### src/rtl/vga_pkg.sv
// Shared VGA timing, memory geometry and pixel helpers for the frame reader and the placer.
package vga_pkg;

    localparam int unsigned H_VIS   = 640;
    localparam int unsigned H_FP    = 16;
    localparam int unsigned H_SYNC  = 96;
    localparam int unsigned H_BP    = 48;
    localparam int unsigned H_TOTAL = H_VIS + H_FP + H_SYNC + H_BP;

    localparam int unsigned V_VIS   = 480;
    localparam int unsigned V_FP    = 10;
    localparam int unsigned V_SYNC  = 2;
    localparam int unsigned V_BP    = 33;
    localparam int unsigned V_TOTAL = V_VIS + V_FP + V_SYNC + V_BP;

    localparam int unsigned PIX_W   = 6;
    localparam int unsigned VMEM_AW = 19;
    localparam int unsigned CNT_W   = 10;
    localparam int unsigned CH_W    = 8;
    localparam int unsigned MM_W    = 16;

    localparam logic [MM_W-1:0] STAT_ADDR_DEFAULT = 16'hC008;

    typedef enum logic [1:0] {
        RGN_ACTIVE  = 2'd0,
        RGN_H_BLANK = 2'd1,
        RGN_V_BLANK = 2'd2
    } region_e;

    typedef struct packed {
        logic [CH_W-1:0] r;
        logic [CH_W-1:0] g;
        logic [CH_W-1:0] b;
    } rgb_t;

    // Replicate a 2-bit channel to full 8-bit swing (00->00, 11->FF).
    function automatic logic [CH_W-1:0] expand2(input logic [1:0] c);
        return {4{c}};
    endfunction

endpackage

### src/rtl/vga_timing_gen.sv
// Raster counters, raw sync/visible decode and the start-of-vertical-blank pulse.
module vga_timing_gen #(
    parameter int unsigned H_VIS  = vga_pkg::H_VIS,
    parameter int unsigned H_FP   = vga_pkg::H_FP,
    parameter int unsigned H_SYNC = vga_pkg::H_SYNC,
    parameter int unsigned H_BP   = vga_pkg::H_BP,
    parameter int unsigned V_VIS  = vga_pkg::V_VIS,
    parameter int unsigned V_FP   = vga_pkg::V_FP,
    parameter int unsigned V_SYNC = vga_pkg::V_SYNC,
    parameter int unsigned V_BP   = vga_pkg::V_BP
) (
    input  logic                      clk,
    input  logic                      rst_n,
    input  logic                      pix_en,
    output logic [vga_pkg::CNT_W-1:0] hcnt,
    output logic [vga_pkg::CNT_W-1:0] vcnt,
    output logic                      visible_c,
    output logic                      hsync_raw_c,
    output logic                      vsync_raw_c,
    output logic                      frame_end_c,
    output logic                      vblank_irq
);
    import vga_pkg::*;

    localparam logic [CNT_W-1:0] H_VIS_C  = CNT_W'(H_VIS);
    localparam logic [CNT_W-1:0] V_VIS_C  = CNT_W'(V_VIS);
    localparam logic [CNT_W-1:0] H_END    = CNT_W'(H_VIS + H_FP + H_SYNC + H_BP - 1);
    localparam logic [CNT_W-1:0] V_END    = CNT_W'(V_VIS + V_FP + V_SYNC + V_BP - 1);
    localparam logic [CNT_W-1:0] HS_START = CNT_W'(H_VIS + H_FP);
    localparam logic [CNT_W-1:0] HS_STOP  = CNT_W'(H_VIS + H_FP + H_SYNC);
    localparam logic [CNT_W-1:0] VS_START = CNT_W'(V_VIS + V_FP);
    localparam logic [CNT_W-1:0] VS_STOP  = CNT_W'(V_VIS + V_FP + V_SYNC);

    region_e region_c;
    logic    h_wrap_c;

    // Raster region is a pure function of the counters; vertical blank dominates.
    always_comb begin
        region_c = RGN_ACTIVE;
        if (vcnt >= V_VIS_C) begin
            region_c = RGN_V_BLANK;
        end else if (hcnt >= H_VIS_C) begin
            region_c = RGN_H_BLANK;
        end
    end

    assign visible_c   = (region_c == RGN_ACTIVE);
    assign hsync_raw_c = !((hcnt >= HS_START) && (hcnt < HS_STOP));
    assign vsync_raw_c = !((vcnt >= VS_START) && (vcnt < VS_STOP));
    assign h_wrap_c    = (hcnt == H_END);
    assign frame_end_c = h_wrap_c && (vcnt == V_END);

    always_ff @(posedge clk or negedge rst_n) begin
        if (!rst_n) begin
            hcnt       <= '0;
            vcnt       <= '0;
            vblank_irq <= 1'b0;
        end else begin
            vblank_irq <= pix_en && (hcnt == '0) && (vcnt == V_VIS_C);
            if (pix_en) begin
                if (h_wrap_c) begin
                    hcnt <= '0;
                    vcnt <= (vcnt == V_END) ? '0 : vcnt + 1'b1;
                end else begin
                    hcnt <= hcnt + 1'b1;
                end
            end
        end
    end

endmodule

### src/rtl/vga_frame_reader.sv
// Raster-order video memory reader: read address generation, latency-matched sync/blank,
// colour expansion and a CPU-visible raster status register.
module vga_frame_reader #(
    parameter int unsigned           RD_LATENCY = 1,
    parameter logic [vga_pkg::MM_W-1:0] STAT_ADDR = vga_pkg::STAT_ADDR_DEFAULT,
    parameter int unsigned           H_VIS      = vga_pkg::H_VIS,
    parameter int unsigned           H_FP       = vga_pkg::H_FP,
    parameter int unsigned           H_SYNC     = vga_pkg::H_SYNC,
    parameter int unsigned           H_BP       = vga_pkg::H_BP,
    parameter int unsigned           V_VIS      = vga_pkg::V_VIS,
    parameter int unsigned           V_FP       = vga_pkg::V_FP,
    parameter int unsigned           V_SYNC     = vga_pkg::V_SYNC,
    parameter int unsigned           V_BP       = vga_pkg::V_BP
) (
    input  logic                        clk,
    input  logic                        rst_n,
    input  logic                        pix_en,
    output logic [vga_pkg::VMEM_AW-1:0] raddr,
    output logic                        re,
    input  logic [vga_pkg::PIX_W-1:0]   rdata,
    output logic [vga_pkg::CH_W-1:0]    vga_r,
    output logic [vga_pkg::CH_W-1:0]    vga_g,
    output logic [vga_pkg::CH_W-1:0]    vga_b,
    output logic                        hsync,
    output logic                        vsync,
    output logic                        blank_n,
    output logic                        vblank_irq,
    input  logic [vga_pkg::MM_W-1:0]    mm_addr,
    input  logic                        mm_re,
    output logic [vga_pkg::MM_W-1:0]    mm_rdata
);
    import vga_pkg::*;

    localparam int unsigned LAST = RD_LATENCY - 1;

    logic [CNT_W-1:0]      hcnt;
    logic [CNT_W-1:0]      vcnt;
    logic                  visible_c;
    logic                  hsync_raw_c;
    logic                  vsync_raw_c;
    logic                  frame_end_c;
    logic [RD_LATENCY-1:0] vis_d;
    logic [RD_LATENCY-1:0] hs_d;
    logic [RD_LATENCY-1:0] vs_d;
    rgb_t                  pix_q;

    vga_timing_gen #(
        .H_VIS  (H_VIS),
        .H_FP   (H_FP),
        .H_SYNC (H_SYNC),
        .H_BP   (H_BP),
        .V_VIS  (V_VIS),
        .V_FP   (V_FP),
        .V_SYNC (V_SYNC),
        .V_BP   (V_BP)
    ) u_timing (
        .clk         (clk),
        .rst_n       (rst_n),
        .pix_en      (pix_en),
        .hcnt        (hcnt),
        .vcnt        (vcnt),
        .visible_c   (visible_c),
        .hsync_raw_c (hsync_raw_c),
        .vsync_raw_c (vsync_raw_c),
        .frame_end_c (frame_end_c),
        .vblank_irq  (vblank_irq)
    );

    assign re = visible_c && pix_en;

    // Incrementing on every visible read keeps raddr == vcnt*H_VIS + hcnt without a multiplier.
    always_ff @(posedge clk or negedge rst_n) begin
        if (!rst_n) begin
            raddr <= '0;
        end else if (pix_en) begin
            if (frame_end_c) begin
                raddr <= '0;
            end else if (visible_c) begin
                raddr <= raddr + 1'b1;
            end
        end
    end

    // Delay line shifts every clock so the taps line up with the memory's fixed read latency.
    always_ff @(posedge clk or negedge rst_n) begin
        if (!rst_n) begin
            vis_d <= '0;
            hs_d  <= '1;
            vs_d  <= '1;
        end else begin
            vis_d <= RD_LATENCY'({vis_d, visible_c});
            hs_d  <= RD_LATENCY'({hs_d, hsync_raw_c});
            vs_d  <= RD_LATENCY'({vs_d, vsync_raw_c});
        end
    end

    // Colour and sync leave together; rdata is only looked at inside the visible window.
    always_ff @(posedge clk or negedge rst_n) begin
        if (!rst_n) begin
            pix_q   <= '0;
            hsync   <= 1'b1;
            vsync   <= 1'b1;
            blank_n <= 1'b0;
        end else if (pix_en) begin
            hsync   <= hs_d[LAST];
            vsync   <= vs_d[LAST];
            blank_n <= vis_d[LAST];
            if (vis_d[LAST]) begin
                pix_q.r <= expand2(rdata[5:4]);
                pix_q.g <= expand2(rdata[3:2]);
                pix_q.b <= expand2(rdata[1:0]);
            end else begin
                pix_q <= '0;
            end
        end
    end

    assign vga_r = pix_q.r;
    assign vga_g = pix_q.g;
    assign vga_b = pix_q.b;

    // Side-effect-free status: {in_vblank, hblank, 4'h0, vcnt}.
    always_comb begin
        mm_rdata = '0;
        if (mm_re && (mm_addr == STAT_ADDR)) begin
            mm_rdata = {(vcnt >= CNT_W'(V_VIS)), (hcnt >= CNT_W'(H_VIS)), 4'h0, vcnt};
        end
    end

endmodule

### config.mk
export PLATFORM = sky130hd
export DESIGN_NAME = vga_frame_reader
export DESIGN_NICKNAME = d
export VERILOG_FILES = /design/src/rtl/vga_pkg.sv /design/src/rtl/vga_timing_gen.sv /design/src/rtl/vga_frame_reader.sv
export SDC_FILE = /design/constraint.sdc
export NUM_CORES = 1
export LEC_CHECK = 0
export CORE_MARGIN = 5
export CORE_UTILIZATION = 51
export DETAILED_ROUTE_END_ITERATION = 12
export PLACE_DENSITY = 0.93
export SLEW_MARGIN = 40
export SYNTH_ARGS = -nofsm -noshare
export SYNTH_HDL_FRONTEND = slang
export SYNTH_SLANG_ARGS = --single-unit
### constraint.sdc
create_clock -name clk -period 3.2 [get_ports clk]
set_input_delay 0.64 -clock clk [delete_from_list [all_inputs] [get_ports clk]]
set_output_delay 0.64 -clock clk [all_outputs]
set_load 0.01 [all_outputs]
==> run_results.csv <==
group,metric,value,unit
setup_path,path_cells,"clkdlybuf4s50_1 > nor4b_2 > nand4_1 > nor3_2 > buf_4 > and2_1 > clkdlybuf4s50_1",
floorplanning,dieArea,7542,µm²
clocking,hold_buffers,0,
sta,tightest_slew,0.5619,ns
clocking,post-cts-setup-buffers,0,
pwr,power_density,408.1,nW/µm²
detailed_routing,wl,7100,µm
global_routing,grt-ovfl-total,0,
clocking,path_clk_slew,0.09,ns
setup_path,critPathLaunchType,"primary input",
finish,regArea,1306,µm²
sta,fin_ws,0.04584,ns
logic_synthesis,syn_area_per_cell,9.622,µm²
place,dp_hpwl,5367,µm
pwr,p_int,1.134,mW
clocking,cts.sinks,52,
setup_path,cp_top_family,"buffers and inverters",
floorplanning,core-area,5816,µm²
sta,period_share,98.57,%
detailed_routing,vias,2491,
setup_path,cp_common_cell,"clkdlybuf4s50_1",
place,dp_cells,446,
sta,timing.fmax,317.0,MHz
finish,nets,409,
setup_path,slowest_delay,0.53,ns
pwr,pwr-share-clk,28.2,%
sta,maxSlewViolCount,0,
pwr,p_sw,0.4512,mW
hold_path,min_path_type,"in2async",
pwr,leakagePower,1.762,nW
floorplanning,die_h,86.85,µm
floorplanning,die_w,86.85,µm
pwr,pwr-share-seq,50.7,%
finish,antenna_cells,0,
floorplanning,initial_utilization,51.79,%
pwr,p_comb_share,21.1,%
floorplanning,ioPinCount,90,
logic_synthesis,ys_warn_count,0,
finish,fin_cells,454,
logic_synthesis,ys_seq_elements,52,
detailed_routing,antenna_left,0,
clocking,cts_tree,"built",
clocking,root_buffer,"clkbuf_8",
clocking,cts_made_buffers,5,
sta,tns,0,ns
logic_synthesis,netlist_area,3012,µm²
logic_synthesis,synth_top_cells_by_area,"dfrtp_1 40%, buf_4 6.0%, nand3_1 4.2%",
setup_path,critPathRequiredTime,2.56,ns
place,portBuffers,85,
setup_path,criticalPathCategory,"in2out",
clocking,clockBufferDepth,2,
logic_synthesis,synth_ff_type,"dfrtp_1",
global_routing,grtUsageTotal,19.32,%
sta,skew,0.007141,ns
logic_synthesis,yosysMostFrequentCell,"dfrtp_1",
pwr,total_power,1.585,mW
clocking,htreeDepth,2,
detailed_routing,drt_iter0_drc,150,
pwr,ir_drop,320.4,µV
setup_path,cp.arrival,2.51,ns
pwr,switching_share,28.46,%
global_routing,grt_pass1_wl,11750,µm
finish,finish.utilization,66.80,%
detailed_routing,vias_per_cell,5.487,
global_routing,grt_pass1_vias,2470,
sta,setup_violations,0,
setup_path,crit_buf_inv,3,
sta,slew_headroom,62.25,%
global_routing,antenna_found_initial,0,
logic_synthesis,synthDistinctLibCells,57,
detailed_routing,first_pass_iters,4,
job,maxCapViolations,0,
logic_synthesis,synth_area_leader_cell,"dfrtp_1",
sta,hold_violations,0,
setup_path,critical_path.max_fanout,9,
global_routing,grt_max_degree,46,
logic_synthesis,synth-async-reset-ratio,100.0,%
detailed_routing,drc_errors,0,
finish,syn_to_final_growth,29.00,%
status,outcome,"finished, final reports clean",
sta,fin_crit,3.154,ns
logic_synthesis,syn_inst,313,
place,place_ws,-0.05399,ns
logic_synthesis,synth-seq-area-share,43.37,%
floorplanning,rows,28,
logic_synthesis,synth_top_cells_by_count,"48 x dfrtp_1, 25 x nand3_1, 24 x buf_4",
finish,fillers,462,
logic_synthesis,synth_top_area_share,39.88,%
finish,drive_above_1_share,13.72,%
setup_path,slowest_stage,"clkdlybuf4s50_1",
place,gp_congestion,0.8189,
setup_path,crit_path_end_kind,"output port",
finish,multi_input_area,1411,µm²
detailed_routing,post_drt_wl_per_cell,15.64,µm
logic_synthesis,synth_edf_count,0,
clocking,insertion_delay,0.31,ns
==> cell type report <==
| type | instances | share of cell area (%) |
|---|---|---|
| Tap cell | 75 | 2.415 |
| Clock buffer | 6 | 1.868 |
| Multi-Input combinational cell | 212 | 36.33 |
| Sequential cell | 52 | 33.62 |
| Clock inverter | 2 | 0.9018 |
| Inverter | 16 | 1.546 |
| Timing Repair Buffer | 91 | 23.32 |
==> power by group through the flow <==
stage / combinational [mW] / sequential [mW] / clock, mW
final: 0.335 / 0.803 / 0.448
after global routing: 0.366 / 0.817 / 0.489
after CTS: 0.338 / 0.803 / 0.461
after detailed placement: 0.335 / 0.816 / 0
after global placement: 0.326 / 0.810 / 0
after floorplan: 0.195 / 0.811 / 0
==> through the flow <==
| stage | hold slack, ns | instance area [µm²] |
|---|---|---|
| floorplan | 0.3444 | 3023 |
| global placement | 0.4963 | 3745 |
| detailed placement | 0.5167 | 3747 |
| CTS | 0.3407 | 3856 |
| global route | 0.3653 | 3885 |
| finish | 0.3191 | 3885 |
==> sequential cells by signal, indices dropped and copies added (netlist names), 2 cells and up <==
| name | count |
|---|---|
| raddr | 19 |
| u_timing.hcnt | 10 |
| u_timing.vcnt | 10 |
| vga_b | 2 |
| vga_g | 2 |
| vga_r | 2 |
==> cell families (layout without fill, tap and decap cells) <==
logic type	count (synthesis)	after routing	synth area share, %
AOI/OAI and AO/OA	52	52	11.84
xor gates and xnor gates	17	17	4.944
adders and majority gates	5	5	2.077
buffers and inverters	52	115	10.72
DFF	52	52	43.37
muxes	5	5	1.952
other	1	4	0.1245
and+or+nand+nor	129	129	24.97
==> cells in the final DEF (no fill, tap or decap), drive strengths merged, types with 2 or more instances in the layout <==
master | Yosys | layout
or3 | 3 | 3
xnor2 | 12 | 12
nor4 | 3 | 3
dfrtp | 48 | 48
a31oi | 5 | 5
nor4b | 5 | 5
dlygate4sd2 | 0 | 4
xor2 | 5 | 5
buf | 30 | 7
o21ai | 26 | 26
inv | 16 | 16
ha | 5 | 5
conb | 1 | 4
nor2 | 26 | 26
or4 | 2 | 2
clkdlybuf4s50 | 0 | 73
nand3 | 26 | 26
and3 | 10 | 10
clkbuf | 6 | 6
nand2 | 14 | 14
o31ai | 3 | 3
dfstp | 4 | 4
nand4 | 12 | 12
a21oi | 11 | 11
mux2 | 4 | 4
dlymetal6s2s | 0 | 7
and4 | 2 | 2
nor3 | 9 | 9
and2 | 14 | 14
==> worst paths after layout <==
kind	startpoint	endpoint	slack, ns	depth (start not counted)
setup reg to reg	u_timing.vcnt[0]$_DFFE_PN0P_	raddr[14]$_DFFE_PN0P_	1.09	7
max in group asynchronous	rst_n	u_timing.vcnt[3]$_DFFE_PN0P_	2.34	2
hold reg to reg	u_timing.vcnt[1]$_DFFE_PN0P_	vs_d$_DFF_PN1_	0.52	1
min in group clk	u_timing.vcnt[1]$_DFFE_PN0P_	vs_d$_DFF_PN1_	0.52	1
hold / removal	rst_n	raddr[18]$_DFFE_PN0P_	0.32	1
setup / recovery	mm_addr[4]	mm_rdata[9]	0.05	7
==> per-layer routing <==
metal	GRT usage, %	part of all wire, %	vias up
li1	-	-	1203
met1	25.11	42	1155
met2	32.30	47	122
met3	4.183	9.2	11
met4	5.666	1.6	0
met5	0	0	-
==> repair_timing <==
action | 4_1_cts | 5_1_grt
cloned | 0 | 0
gates resized for setup | 5 | 9
pin swaps | 0 | 0
setup endpoints to repair | 4 | 8
Note: power is estimated with default switching activity, not from simulation.
